[config.mk]
export PLATFORM = sky130hd
export DESIGN_NAME = bids22_cmd_seq
export DESIGN_NICKNAME = d
export VERILOG_FILES = /design/src/rtl/bids22_pkg.sv /design/src/rtl/bids22_cmd_fifo.sv /design/src/rtl/bids22_cmd_seq.sv
export SDC_FILE = /design/constraint.sdc
export NUM_CORES = 1
export LEC_CHECK = 0
export CORE_UTILIZATION = 27
export CTS_BUF_LIST = sky130_fd_sc_hd__clkbuf_2 sky130_fd_sc_hd__clkbuf_4 sky130_fd_sc_hd__clkbuf_8
export CTS_CLUSTER_DIAMETER = 60
export DETAILED_ROUTE_END_ITERATION = 6
export DONT_BUFFER_PORTS = 1
export SETUP_SLACK_MARGIN = 0.5
export SLEW_MARGIN = 20
export SYNTH_ARGS = -nofsm -noshare
export SYNTH_HDL_FRONTEND = slang
export SYNTH_SLANG_ARGS = --single-unit
[constraint.sdc]
create_clock -name clk -period 2.03 [get_ports clk]
set_input_delay 0.3045 -clock clk [delete_from_list [all_inputs] [get_ports clk]]
set_output_delay 0.3045 -clock clk [all_outputs]
set_load 0.02 [all_outputs]
[src/rtl/bids22_pkg.sv]
// Shared widths, command record and sequencer state encoding for the bids22 command path.
package bids22_pkg;
  localparam int OP_W   = 4;
  localparam int ERR_W  = 3;
  localparam int DATA_W = 32;
  localparam int CMD_W  = OP_W + DATA_W;

  typedef enum logic [1:0] {
    S_IDLE  = 2'd0,
    S_ISSUE = 2'd1,
    S_WAIT  = 2'd2,
    S_RESP  = 2'd3
  } seq_state_t;

  typedef struct packed {
    logic [OP_W-1:0]   op;
    logic [DATA_W-1:0] data;
  } cmd_t;
endpackage

[src/rtl/bids22_cmd_fifo.sv]
// Command FIFO: DEPTH entries (power of 2), pointers wrap naturally, occupancy count 0..DEPTH.
module bids22_cmd_fifo
  import bids22_pkg::*;
#(
  parameter int DEPTH = 4
) (
  input  logic                     clk,
  input  logic                     reset_n,
  input  logic                     i_push,
  input  logic [CMD_W-1:0]         i_din,
  input  logic                     i_pop,
  output logic [CMD_W-1:0]         o_head,
  output logic                     o_full,
  output logic                     o_empty,
  output logic [$clog2(DEPTH):0]   o_count
);
  localparam int AW = (DEPTH > 1) ? $clog2(DEPTH) : 1;
  localparam int CW = $clog2(DEPTH) + 1;

  logic [CMD_W-1:0] r_mem [DEPTH];
  logic [AW-1:0]    r_wr, r_rd;
  logic [CW-1:0]    r_count;
  logic             w_wr, w_rd;

  assign o_full  = (r_count == CW'(DEPTH));
  assign o_empty = (r_count == '0);
  assign o_count = r_count;
  assign o_head  = r_mem[r_rd];
  assign w_wr    = i_push && !o_full;
  assign w_rd    = i_pop && !o_empty;

  // Storage carries no reset; only pointers and count define validity.
  always_ff @(posedge clk) begin
    if (w_wr) r_mem[r_wr] <= i_din;
  end

  always_ff @(posedge clk or negedge reset_n) begin
    if (!reset_n) begin
      r_wr    <= '0;
      r_rd    <= '0;
      r_count <= '0;
    end else begin
      if (w_wr) r_wr <= r_wr + 1'b1;
      if (w_rd) r_rd <= r_rd + 1'b1;
      case ({w_wr, w_rd})
        2'b10:   r_count <= r_count + 1'b1;
        2'b01:   r_count <= r_count - 1'b1;
        default: r_count <= r_count;
      endcase
    end
  end
endmodule

[src/rtl/bids22_cmd_seq.sv]
// Command sequencer: queues host commands and issues them one at a time to the auction unit.
// Optional WAIT timeout enabled by defining BIDS22_SEQ_TIMEOUT_EN.
module bids22_cmd_seq
  import bids22_pkg::*;
#(
  parameter int DEPTH   = 4,
  parameter int TIMEOUT = 255
) (
  input  logic                   clk,
  input  logic                   reset_n,
  input  logic                   cmd_valid,
  output logic                   cmd_ready,
  input  logic [OP_W-1:0]        cmd_op,
  input  logic [DATA_W-1:0]      cmd_data,
  output logic                   C_start,
  output logic [OP_W-1:0]        C_op,
  output logic [DATA_W-1:0]      C_data,
  input  logic                   ready,
  input  logic [ERR_W-1:0]       err,
  output logic                   rsp_valid,
  input  logic                   rsp_ready,
  output logic [OP_W-1:0]        rsp_op,
  output logic [ERR_W-1:0]       rsp_err,
  output logic                   rsp_timeout,
  output logic [$clog2(DEPTH):0] fifo_count
);
  seq_state_t        r_state;
  logic              r_c_start;
  logic [OP_W-1:0]   r_c_op;
  logic [DATA_W-1:0] r_c_data;
  logic              r_rsp_valid;
  logic [OP_W-1:0]   r_rsp_op;
  logic [ERR_W-1:0]  r_rsp_err;

  logic              w_full, w_empty, w_push, w_pop;
  logic [CMD_W-1:0]  w_head_raw;
  cmd_t              w_head, w_din;

  assign cmd_ready = !w_full;
  assign w_push    = cmd_valid && !w_full;
  // Pop only from IDLE, so at most one command is ever outstanding downstream.
  assign w_pop     = (r_state == S_IDLE) && !w_empty && ready;
  assign w_din     = '{op: cmd_op, data: cmd_data};
  assign w_head    = cmd_t'(w_head_raw);

  bids22_cmd_fifo #(.DEPTH(DEPTH)) u_fifo (
    .clk     (clk),
    .reset_n (reset_n),
    .i_push  (w_push),
    .i_din   (w_din),
    .i_pop   (w_pop),
    .o_head  (w_head_raw),
    .o_full  (w_full),
    .o_empty (w_empty),
    .o_count (fifo_count)
  );

`ifdef BIDS22_SEQ_TIMEOUT_EN
  localparam int TW = $clog2(TIMEOUT + 1);
  logic [TW-1:0] r_wcnt;
  logic          r_rsp_timeout;
  assign rsp_timeout = r_rsp_timeout;
`else
  assign rsp_timeout = 1'b0;
`endif

  always_ff @(posedge clk or negedge reset_n) begin
    if (!reset_n) begin
      r_state       <= S_IDLE;
      r_c_start     <= 1'b0;
      r_c_op        <= '0;
      r_c_data      <= '0;
      r_rsp_valid   <= 1'b0;
      r_rsp_op      <= '0;
      r_rsp_err     <= '0;
`ifdef BIDS22_SEQ_TIMEOUT_EN
      r_wcnt        <= '0;
      r_rsp_timeout <= 1'b0;
`endif
    end else begin
      case (r_state)
        S_IDLE: begin
          if (w_pop) begin
            r_c_op    <= w_head.op;
            r_c_data  <= w_head.data;
            r_c_start <= 1'b1;
            r_state   <= S_ISSUE;
          end
        end
        S_ISSUE: begin
          r_c_start <= 1'b0;
          r_state   <= S_WAIT;
`ifdef BIDS22_SEQ_TIMEOUT_EN
          r_wcnt    <= '0;
`endif
        end
        S_WAIT: begin
          if (ready) begin
            r_rsp_valid   <= 1'b1;
            r_rsp_op      <= r_c_op;
            r_rsp_err     <= err;
`ifdef BIDS22_SEQ_TIMEOUT_EN
            r_rsp_timeout <= 1'b0;
`endif
            r_state       <= S_RESP;
          end
`ifdef BIDS22_SEQ_TIMEOUT_EN
          else if (r_wcnt == TW'(TIMEOUT - 1)) begin
            r_rsp_valid   <= 1'b1;
            r_rsp_op      <= r_c_op;
            r_rsp_err     <= '0;
            r_rsp_timeout <= 1'b1;
            r_state       <= S_RESP;
          end else begin
            r_wcnt <= r_wcnt + 1'b1;
          end
`endif
        end
        S_RESP: begin
          if (rsp_ready) begin
            r_rsp_valid <= 1'b0;
            r_state     <= S_IDLE;
          end
        end
        default: r_state <= S_IDLE;
      endcase
    end
  end

  assign C_start   = r_c_start;
  assign C_op      = r_c_op;
  assign C_data    = r_c_data;
  assign rsp_valid = r_rsp_valid;
  assign rsp_op    = r_rsp_op;
  assign rsp_err   = r_rsp_err;
endmodule

==> metrics.md <==
| Metric | Value |
|---|---|
| Vias/cell | `4.379` |
| Switching share of power | `around a third` |
| Crit path buf inv count | `2` |
| Clock group share of total power | `a little under a fifth` |
| GRT busiest layer | `met2` |
| DR iter-0 viols | `204` |
| Area delta synth->final | `28.20%` |
| Root Driver | `clkbuf_8` |
| Worst EP required | `roughly 2.4 ns` |
| Worst min path class | `in2reg` |
| Post-DP Area | `8113 µm²` |
| RSZ-0062 raised after global routing | `true` |
| Largest net degree at the start of global routing | `55` |
| Psw | `4902 µW` |
| Design Area, Final | `9625 µm²` |
| Global Route met2 Usage | `21.99%` |
| CTS H-tree lvls | `4` |
| Post-Layout Cell Count | `slightly below 900` |
| Status | `finished, final reports clean` |
| CTS buffer count | `17` |
| Layout cells sized above 1 | `30.44%` |
| Met1 Use GR | `14.92%` |
| R2R Setup Slk | `0.04 ns` |
| Placed cell count | `791` |
| Max_cap viols | `0` |
| Row cnt | `60` |
| Sequential fraction of the synthesis area | `75.59%` |
| Crit path largest cell delay | `0.42 ns` |
| Vias in the first global route | `4,310` |
| Grt ovf | `0` |
| Met3 Resource Use GR | `around 3.7%` |
| Wire per inst | `20.95 µm` |
| Leak | `0.003568 µW` |
| Area share of the largest cell type after synthesis | `57.59%` |
| Starting Density | `between 20% and 30%` |
| CP Data Arrival Time | `roughly 2.4 ns` |
| CP cell instances | `or3b_4 -> and2_4 -> inv_2 -> ha_4 -> inv_2 -> fa_2 -> xor2_1 -> nor2_1 -> xor2_1` |
| Net count, final | `between 500 and 600` |
| Synth Instances | `between 400 and 500` |
| Post-route setup slack | `0.03891 ns` |
| CP top delay family | `simple AND/OR/NAND/NOR gates` |
| Filler Cell Count | `2,556` |
| Setup Skew | `0.01458 ns` |
| CP max-delay cell | `dfrtp_2` |
| Critical path type | `reg2reg` |
| Avg Synthesized Cell Area | `17.92 µm²` |
| Max Fclk | `between 0.5 and 0.6 GHz` |
| Cell Area, Synth | `around 7500 µm²` |
| Final Setup Violations | `0` |
| Distinct cell type count after synthesis | `29` |
| GRT Resource Usage Total | `12.50%` |
| Synth top area cells | `edfxtp_1 (58%), dfrtp_1 (18%), mux4_2 (11%), nand2_1 (5.5%), ha_1 (1.7%)` |
| Number of antenna violations at the first check in global routing | `1` |
| WL final | `roughly 19 mm` |
| Dpl hpwl | `8.807 mm` |
| Peak supply drop | `0.0005280 V` |
| Comb pwr share | `33.8%` |
| Setup TNS | `0 ns` |
| Worst-Skew Late Latency | `0.46 ns` |
| PD cells | `1442 nW/µm²` |
| Synth area leader | `edfxtp_1` |
| Tcrit/Tclk final | `98.08%` |
| First-pass GRT wire length | `25.72 mm` |
| Total clock sinks | `198` |
| CTS tree | `built` |
| Sequential Power Share | `47.4%` |
| CTS max path bufs | `2` |
| CTS clk-pin slew, worst paths | `0.11 ns` |
| Int Pwr | `between 8000 and 9000 µW` |
| Die width | `168.8 µm` |
| Synth Register Bits | `198` |
| Pins over their slew limit | `0` |
| Final Critical Period | `1.991 ns` |
| DRC violations left | `0` |
| IO Pins | `94` |
| RD Place Congestion | `0.6422` |
| Critical Path Fanout Max | `2` |
| Net Count, Synth | `474` |
| Routed Antenna Nets | `0` |
| CP Launch Type | `register` |
| Vias post-DR | `approximately 3,900` |
| IO Port Bufs | `0` |
| Worst Setup End Kind | `register` |
| DR pass1 iterations | `5` |
| Core area | `27,100 µm²` |
| Die H | `168.8 µm` |
| Place WS | `-0.01369 ns` |
| Die area | `roughly 28,000 µm²` |
| Yosys warning total | `0` |
| Final hold vios | `0` |
## power groups by stage
stage	logic (µW)	clock network [µW]	registers [µW]
finish	4690	2600	6580
global route	5110	2870	6700
CTS	4170	2710	6560
detailed placement	3420	0	6670
global placement	3320	0	6610
floorplan	2460	0	6490
## logic make-up (layout without fill, tap and decap cells)
logic type / count (synthesis) / after routing / synth area share, %
compound gates: 6 / 6 / 0.7332
xor+xnor: 6 / 6 / 0.6999
fa+ha+maj: 11 / 11 / 1.933
buf+inv: 28 / 128 / 1.983
flops: 198 / 198 / 75.59
mux: 47 / 47 / 12.46
other cells: 1 / 2 / 0.04994
simple gates: 122 / 122 / 6.549
## worst register-to-register path, stage by stage (launching register included)
cell     delay [ns]
dfrtp_2        0.42
or3b_4         0.41
and2_4         0.15
inv_2          0.05
ha_4           0.12
inv_2          0.03
fa_2           0.33
xor2_1         0.16
nor2_1         0.07
xor2_1         0.16
## cells in the final DEF (no fill, tap or decap), types with 2 or more instances in the layout
cell / n
edfxtp_1: 144
nand2_1: 99
dfrtp_1: 49
dlygate4sd3_1: 41
mux4_2: 36
clkbuf_8: 17
buf_4: 14
buf_16: 8
nand2_2: 7
mux2_2: 7
ha_1: 7
inv_1: 6
buf_6: 6
buf_12: 6
inv_2: 5
nand2_4: 5
clkbuf_16: 5
dfrtp_2: 5
and3_4: 4
clkinv_8: 4
bufbuf_16: 4
nor2_1: 3
xnor2_1: 3
inv_8: 3
inv_6: 3
mux2i_1: 2
mux2_4: 2
a21oi_1: 2
xor2_1: 2
ha_4: 2
clkinvlp_4: 2
## final cells by class
class	instances	area (µm²)	area share, %
sequential	198	5682	59.03
multi-input combinational	193	1823	18.94
timing repair buffer	85	1194	12.40
tap	372	465.4	4.836
clock buffer	17	234.0	2.431
clock inverter	15	183.9	1.911
inverter	11	41.29	0.4290
antenna	1	2.502	0.02600
## per-stage QoR
step                      utilization, %  power, µW  hold slack, ns
after floorplan                        -       8956        0.008909
after global placement             29.94       9929         0.01162
after detailed placement           29.94      10090         0.01084
after CTS                          34.28      13440        0.004713
after global routing               35.51      14690        0.006584
final                              35.52      13880         0.04262
## routing by layer
| layer | routed length (µm) | share of wire (%) | up-vias |
|---|---|---|---|
| met4 | 149 | 0.80 | 0 |
| met1 | 8127 | 43 | 2085 |
| li1 | - | - | 1719 |
| met5 | 0 | 0 | - |
| met3 | 739 | 4.0 | 11 |
| met2 | 9667 | 52 | 91 |
## worst paths after layout
check | cells past startpoint | end | from
max | 9 | u_fifo.o_count[2] | u_fifo.o_count[1]
min | 2 | rsp_valid | ready
min in group asynchronous | 2 | C_data[26] | reset_n
max reg2reg | 9 | u_fifo.o_count[2] | u_fifo.o_count[1]
min reg2reg | 2 | u_fifo.o_count[2] | u_fifo.o_count[2]
max in group asynchronous | 2 | u_fifo.r_rd[0] | reset_n
## timing repair
action / CTS / global route
cloned: 8 / 6
setup endpoints to repair: 189 / 200
endpoints found under the hold margin: 202 / 0
pin swaps: 4 / 18
resized for setup: 12 / 40
setup buffers: 6 / 6
hold buffers: 42 / 0
## synth_stat cells
library cell / count
inv_1: 10
a21oi_1: 2
nor2_1: 4
ha_1: 10
inv_2: 1
clkbuf_1: 3
conb_1: 1
xnor2_1: 4
mux4_2: 36
and3_2: 4
mux2_2: 7
mux2_1: 1
buf_2: 8
or3b_4: 1
nand2_1: 111
dfrtp_1: 54
mux2i_1: 2
and2_4: 1
mux2_4: 1
o2bb2ai_1: 1
edfxtp_1: 144
buf_6: 3
xor2_1: 2
o21ai_0: 1
o311ai_2: 1
buf_4: 3
fa_1: 1
o221ai_2: 1
or4b_1: 1
## registers in the layout (all words and copies together), names as in the netlist
name / flops
C_data: 32
C_op: 4
C_start: 1
r_state: 2
rsp_err: 3
rsp_op: 4
rsp_valid: 1
u_fifo.o_count: 3
u_fifo.r_mem: 144
u_fifo.r_rd: 2
u_fifo.r_wr: 2
Power figures use the tool's default switching activity.
